`src/rtl/router_reg.sv`:
```
// Datapath register stage of the 1x3 packet router: captures the header, routes
// bytes toward the FIFOs, accumulates packet parity and reports mismatches.
module router_reg #(
  parameter int DATA_WIDTH = 8
) (
  input  logic                  clock,
  input  logic                  reset,
  input  logic                  pkt_valid,
  input  logic [DATA_WIDTH-1:0] data_in,
  input  logic                  fifo_full,
  input  logic                  detect_add,
  input  logic                  lfd_state,
  input  logic                  ld_state,
  input  logic                  full_state,
  input  logic                  laf_state,
  input  logic                  rst_int_reg,
  output logic [DATA_WIDTH-1:0] dout,
  output logic                  parity_done,
  output logic                  low_pkt_valid,
  output logic                  err
);

  logic [DATA_WIDTH-1:0] header_q, header_d;
  logic [DATA_WIDTH-1:0] hold_q, hold_d;
  logic [DATA_WIDTH-1:0] int_par_q, int_par_d;
  logic [DATA_WIDTH-1:0] pkt_par_q, pkt_par_d;
  logic [DATA_WIDTH-1:0] dout_q, dout_d;
  logic                  parity_done_q, parity_done_d;
  logic                  low_pkt_valid_q, low_pkt_valid_d;
  logic                  err_q, err_d;

  function automatic logic parity_mismatch(input logic [DATA_WIDTH-1:0] computed,
                                           input logic [DATA_WIDTH-1:0] received);
    return (computed != received);
  endfunction

  // Next-state logic; full_state stalls every register of the stage.
  always_comb begin
    header_d        = header_q;
    hold_d          = hold_q;
    int_par_d       = int_par_q;
    pkt_par_d       = pkt_par_q;
    dout_d          = dout_q;
    parity_done_d   = parity_done_q;
    low_pkt_valid_d = low_pkt_valid_q;
    err_d           = err_q;
    if (full_state) begin
      header_d = header_q;
    end else begin
      if (detect_add && pkt_valid && (data_in[1:0] != 2'b11)) begin
        header_d = data_in;
      end else begin
        header_d = header_q;
      end

      if (lfd_state) begin
        dout_d = header_q;
      end else if (ld_state && !fifo_full) begin
        dout_d = data_in;
      end else if (laf_state) begin
        dout_d = hold_q;
      end else begin
        dout_d = dout_q;
      end

      if (ld_state && fifo_full) begin
        hold_d = data_in;
      end else begin
        hold_d = hold_q;
      end

      if (detect_add) begin
        int_par_d = {DATA_WIDTH{1'b0}};
      end else if (lfd_state) begin
        int_par_d = int_par_q ^ header_q;
      end else if (ld_state && pkt_valid) begin
        int_par_d = int_par_q ^ data_in;
      end else begin
        int_par_d = int_par_q;
      end

      if (ld_state && !pkt_valid) begin
        pkt_par_d = data_in;
      end else begin
        pkt_par_d = pkt_par_q;
      end

      if (ld_state && !pkt_valid) begin
        low_pkt_valid_d = 1'b1;
      end else if (rst_int_reg) begin
        low_pkt_valid_d = 1'b0;
      end else begin
        low_pkt_valid_d = low_pkt_valid_q;
      end

      // A parity byte parked in hold_reg completes only once it is replayed in laf_state.
      if (detect_add) begin
        parity_done_d = 1'b0;
      end else if ((ld_state && !pkt_valid && !fifo_full) ||
                   (laf_state && low_pkt_valid_q && !parity_done_q)) begin
        parity_done_d = 1'b1;
      end else begin
        parity_done_d = parity_done_q;
      end

      if (rst_int_reg && parity_done_q) begin
        err_d = parity_mismatch(int_par_q, pkt_par_q);
      end else if (detect_add && pkt_valid) begin
        err_d = 1'b0;
      end else begin
        err_d = err_q;
      end
    end
  end

  // State registers with synchronous reset.
  always_ff @(posedge clock) begin
    if (reset) begin
      header_q        <= {DATA_WIDTH{1'b0}};
      hold_q          <= {DATA_WIDTH{1'b0}};
      int_par_q       <= {DATA_WIDTH{1'b0}};
      pkt_par_q       <= {DATA_WIDTH{1'b0}};
      dout_q          <= {DATA_WIDTH{1'b0}};
      parity_done_q   <= 1'b0;
      low_pkt_valid_q <= 1'b0;
      err_q           <= 1'b0;
    end else begin
      header_q        <= header_d;
      hold_q          <= hold_d;
      int_par_q       <= int_par_d;
      pkt_par_q       <= pkt_par_d;
      dout_q          <= dout_d;
      parity_done_q   <= parity_done_d;
      low_pkt_valid_q <= low_pkt_valid_d;
      err_q           <= err_d;
    end
  end

  assign dout          = dout_q;
  assign parity_done   = parity_done_q;
  assign low_pkt_valid = low_pkt_valid_q;
  assign err           = err_q;

endmodule

```
`config.mk`:
```
export PLATFORM = sky130hd
export DESIGN_NAME = router_reg
export DESIGN_NICKNAME = d
export VERILOG_FILES = /design/src/rtl/router_reg.sv
export SDC_FILE = /design/constraint.sdc
export NUM_CORES = 1
export LEC_CHECK = 0
export ABC_AREA = 1
export BUFFER_PORTS_ARGS = -buffer_cell sky130_fd_sc_hd__buf_2
export CAP_MARGIN = 10
export CORE_ASPECT_RATIO = 0.75
export CORE_MARGIN = 2
export CORE_UTILIZATION = 40
export CTS_CLUSTER_SIZE = 12
export DETAILED_ROUTE_END_ITERATION = 12
export REMOVE_ABC_BUFFERS = 1
export SYNTH_ARGS = -nofsm -noshare
export SYNTH_HDL_FRONTEND = slang
export SYNTH_SLANG_ARGS = --single-unit
```
`constraint.sdc`:
```
create_clock -name clock -period 1.9 [get_ports clock]
set_clock_uncertainty 0.15 [all_clocks]
set_input_delay 0.285 -clock clock [delete_from_list [all_inputs] [get_ports clock]]
set_output_delay 0.285 -clock clock [all_outputs]
set_load 0.1 [all_outputs]
```
==> run_summary.xml <==
<?xml version="1.0" encoding="UTF-8"?>
<metrics>
  <group name="outcome">
    <metric name="result_of_the_run" unit="">completed</metric>
  </group>
  <group name="setup_path">
    <metric name="cp-start-kind" unit="">flip-flop</metric>
    <metric name="r2r_path_end" unit="">err$_SDFFE_PP0P_</metric>
    <metric name="slowest_library_cell_on_the_worst_path" unit="">sky130_fd_sc_hd__buf_2</metric>
    <metric name="crit_chain" unit="">buf_2</metric>
    <metric name="required" unit="ps">1460</metric>
    <metric name="r2r-start" unit="">int_par_q[5]$_SDFFE_PP0P_</metric>
    <metric name="critical-path-max-stage-delay" unit="ps">430</metric>
    <metric name="worstPathArrival" unit="ps">1080</metric>
    <metric name="critPathKind" unit="">reg -&gt; out</metric>
    <metric name="crit_buf_inv" unit="">1</metric>
    <metric name="setup.worst_path.end_class" unit="">output port</metric>
    <metric name="reg2reg_depth" unit="">8</metric>
    <metric name="r2r_setup_slack" unit="ps">740</metric>
    <metric name="timing.critical_path.max_delay_family" unit="">buffers and inverters</metric>
    <metric name="cp_max_fo" unit="">3</metric>
  </group>
  <group name="logic_synthesis">
    <metric name="synth-main-ff-cell" unit="">sky130_fd_sc_hd__dfxtp_1</metric>
    <metric name="netlist_area" unit="mm^2">0.00195</metric>
    <metric name="async_flop_share" unit="">0</metric>
    <metric name="syn_area_per_cell" unit="um^2">7.01</metric>
    <metric name="synthDominantAreaCellType" unit="">sky130_fd_sc_hd__dfxtp_1</metric>
    <metric name="syn-instance-count" unit="">278</metric>
    <metric name="synth-seq-cells" unit="">43</metric>
    <metric name="yosysMostFrequentCell" unit="">sky130_fd_sc_hd__nand2_1</metric>
    <metric name="register_area_share_after_synthesis" unit="">0.442</metric>
    <metric name="synth.cells.most_frequent" unit="">66 x sky130_fd_sc_hd__nand2_1, 43 x sky130_fd_sc_hd__dfxtp_1, 38 x sky130_fd_sc_hd__o21ai_0</metric>
    <metric name="synth_top_area_frac" unit="">0.442</metric>
    <metric name="synthesis.yosys.warnings" unit="">0</metric>
    <metric name="synth.lib_cells_used.distinct" unit="">24</metric>
    <metric name="synth_area_leaders" unit="">sky130_fd_sc_hd__dfxtp_1 44%, sky130_fd_sc_hd__nand2_1 13%, sky130_fd_sc_hd__o21ai_0 9.8%</metric>
    <metric name="synth_edf_count" unit="">0</metric>
  </group>
  <group name="grt">
    <metric name="number_of_antenna_violations_at_the_first_check_in_global_routing" unit="">0</metric>
    <metric name="globalRouteMet1Util" unit="">0.244</metric>
    <metric name="grt_overflow_total" unit="">0</metric>
    <metric name="use_met2" unit="">0.268</metric>
    <metric name="grt_first_pass_wirelength" unit="um">7560</metric>
    <metric name="maximum_number_of_pins_on_one_net_before_global_route_repair" unit="">23</metric>
    <metric name="globalRouteTotalUtil" unit="">0.177</metric>
    <metric name="first_global_vias" unit="">1618</metric>
    <metric name="gr-usage-met3" unit="">0.0561</metric>
    <metric name="grt.busiest_layer" unit="">met2</metric>
  </group>
  <group name="floorplan">
    <metric name="die_height" unit="um">64.4</metric>
    <metric name="floorplan.die_area" unit="mm^2">0.00545</metric>
    <metric name="num_io_pins" unit="">29</metric>
    <metric name="fp.coreArea" unit="mm^2">0.00457</metric>
    <metric name="floorplan.initialDensity" unit="">0.426</metric>
    <metric name="die_w" unit="um">84.6</metric>
    <metric name="placement_rows" unit="">21</metric>
  </group>
  <group name="pwr">
    <metric name="cellLeakagePower" unit="uW">0.000962</metric>
    <metric name="power.ir.vdd_worst" unit="mV">0.394</metric>
    <metric name="cellPowerDensity" unit="mW/mm^2">815</metric>
  </group>
  <group name="timing">
    <metric name="max_freq" unit="MHz">659</metric>
    <metric name="tightestPinTransition" unit="ps">729</metric>
    <metric name="finalCritPeriodShare" unit="">0.799</metric>
    <metric name="drv_slew" unit="">0</metric>
    <metric name="slew_headroom" unit="">0.511</metric>
    <metric name="timing.final.hold_violations" unit="">0</metric>
    <metric name="setup_violations" unit="">0</metric>
    <metric name="minimum_clock_period" unit="ps">1520</metric>
    <metric name="setup-tns-final" unit="ps">0</metric>
    <metric name="rsz0062_at_grt" unit="">no</metric>
  </group>
  <group name="route">
    <metric name="drt-vias-per-instance" unit="">4.97</metric>
    <metric name="remaining_drc_errors" unit="">0</metric>
    <metric name="drt-initial-drc-count" unit="">99</metric>
    <metric name="routedWlPerCell" unit="um">12.6</metric>
    <metric name="detailedRoute.firstPassIterationCount" unit="">4</metric>
    <metric name="drt-total-wl" unit="um">4580</metric>
    <metric name="final_antenna_violating_net_count" unit="">0</metric>
    <metric name="routed-via-count" unit="">1810</metric>
  </group>
  <group name="clock_network">
    <metric name="tritoncts.num_buffers" unit="">5</metric>
    <metric name="worstSkewPairLatency" unit="ps">300</metric>
    <metric name="htree_levels" unit="">2</metric>
    <metric name="cts_hold_repair.buffers" unit="">0</metric>
    <metric name="cts-root-buf" unit="">sky130_fd_sc_hd__clkbuf_8</metric>
    <metric name="cts.path.max_buffers" unit="">2</metric>
    <metric name="cts_tree" unit="">yes</metric>
    <metric name="cts_setup_buffers" unit="">0</metric>
    <metric name="cts.sinks" unit="">43</metric>
    <metric name="post_cts.resized_instances" unit="">0</metric>
    <metric name="clk_pin_slew" unit="ps">70</metric>
  </group>
  <group name="cells_and_area">
    <metric name="multiInputGateArea" unit="um^2">903</metric>
    <metric name="postLayoutCoreUtil" unit="">0.483</metric>
    <metric name="num-fill-cells" unit="">506</metric>
    <metric name="num_antenna_cells" unit="">0</metric>
    <metric name="final-seq-area" unit="um^2">861</metric>
    <metric name="area_growth_syn_to_layout" unit="%">13.4</metric>
    <metric name="share_of_cells_above_drive_strength_1" unit="">0.137</metric>
    <metric name="finish.net_count" unit="">326</metric>
  </group>
  <group name="hold_path">
    <metric name="whs_endpoint" unit="">low_pkt_valid$_SDFFE_PP0P_</metric>
    <metric name="worstHoldPathCells" unit="">4</metric>
    <metric name="holdCritStartpoint" unit="">rst_int_reg</metric>
    <metric name="holdCritPathClass" unit="">in -&gt; reg</metric>
  </group>
  <group name="placed_design">
    <metric name="post_detail_place_hpwl" unit="um">3420</metric>
    <metric name="gp_congestion" unit="">0.740</metric>
    <metric name="port-buffer-count" unit="">28</metric>
  </group>
  <group name="run">
    <metric name="max-cap-violations" unit="">0</metric>
  </group>
</metrics>
-- worst max-delay path by stage --
| stage | startpoint | depth (start not counted) | slack, ps | to |
|---|---|---|---|---|
| 2_1_floorplan | parity_done$_SDFFE_PP0P_ | 3 | 300 | err$_SDFFE_PP0P_ |
| 3_3_place_gp | reset | 5 | 350 | int_par_q[5]$_SDFFE_PP0P_ |
| 3_5_place_dp | lfd_state | 6 | 320 | int_par_q[3]$_SDFFE_PP0P_ |
| 4_1_cts | low_pkt_valid$_SDFFE_PP0P_ | 1 | 370 | low_pkt_valid |
| 5_1_grt | parity_done$_SDFFE_PP0P_ | 1 | 330 | parity_done |
| 6_report | low_pkt_valid$_SDFFE_PP0P_ | 1 | 380 | low_pkt_valid |
-- report_power, final --
group          switching (uW)  total, uW  internal, uW
clock                     299        544           245
sequential               21.0        963           942
combinational             209        294          85.5
-- logic make-up after synthesis --
family | Yosys count | synth area share
simple gates | 95 | 0.191
compound gates | 93 | 0.259
buf+inv | 44 | 0.0944
flops | 43 | 0.442
xor+xnor | 3 | 0.0135
-- flip-flops by register name, indices dropped and copies added, names as in the netlist --
register,cells
pkt_par_q,8
header_q,8
low_pkt_valid,1
dout,8
int_par_q,8
hold_q,8
parity_done,1
err,1
-- worst register-to-register path, delay by kind of cell, from the launching register on --
family / cells / cell delay (ps)
AO/OA/AOI/OAI: 1 / 50
flip-flops: 1 / 310
buffers and inverters: 1 / 80
AND/OR/NAND/NOR: 6 / 440
-- placed cells by master (no fill, tap or decap), types with 2 or more instances in the layout --
cell,instances
sky130_fd_sc_hd__dfxtp_1,43
sky130_fd_sc_hd__inv_1,34
sky130_fd_sc_hd__a21oi_1,37
sky130_fd_sc_hd__o21a_1,7
sky130_fd_sc_hd__a211oi_1,2
sky130_fd_sc_hd__o21ai_0,38
sky130_fd_sc_hd__nor2_1,22
sky130_fd_sc_hd__nand3_1,2
sky130_fd_sc_hd__nand2_1,66
sky130_fd_sc_hd__buf_4,4
sky130_fd_sc_hd__clkbuf_8,5
sky130_fd_sc_hd__buf_2,28
sky130_fd_sc_hd__xnor2_1,3
sky130_fd_sc_hd__o21ai_1,5
-- final cells by class --
type / count / area share
clock buffer: 6 / 0.0328
inverter: 35 / 0.0595
multi-input combinational: 191 / 0.409
sequential: 43 / 0.390
tap: 57 / 0.0323
timing repair buffer: 32 / 0.0770
-- per-layer routing --
metal | share of wire | wire (um)
met5 | 0 | 0
met1 | 0.52 | 2400
met3 | 0.047 | 215
met4 | 0.012 | 57
met2 | 0.42 | 1920
-- through the flow --
stage / hold WS, ps / setup WS [ps] / std cells / total power (uW) / instance area [um^2]
6_report: 127 / 383 / 364 / 1800 / 2210
5_1_grt: 134 / 330 / 364 / 1900 / 2210
4_1_cts: 124 / 374 / 364 / 1810 / 2210
3_5_place_dp: 288 / 322 / 358 / 1280 / 2140
3_3_place_gp: 281 / 353 / 358 / 1280 / 2140
2_1_floorplan: 204 / 303 / 269 / 1180 / 1900
Power figures use the tool's default switching activity.
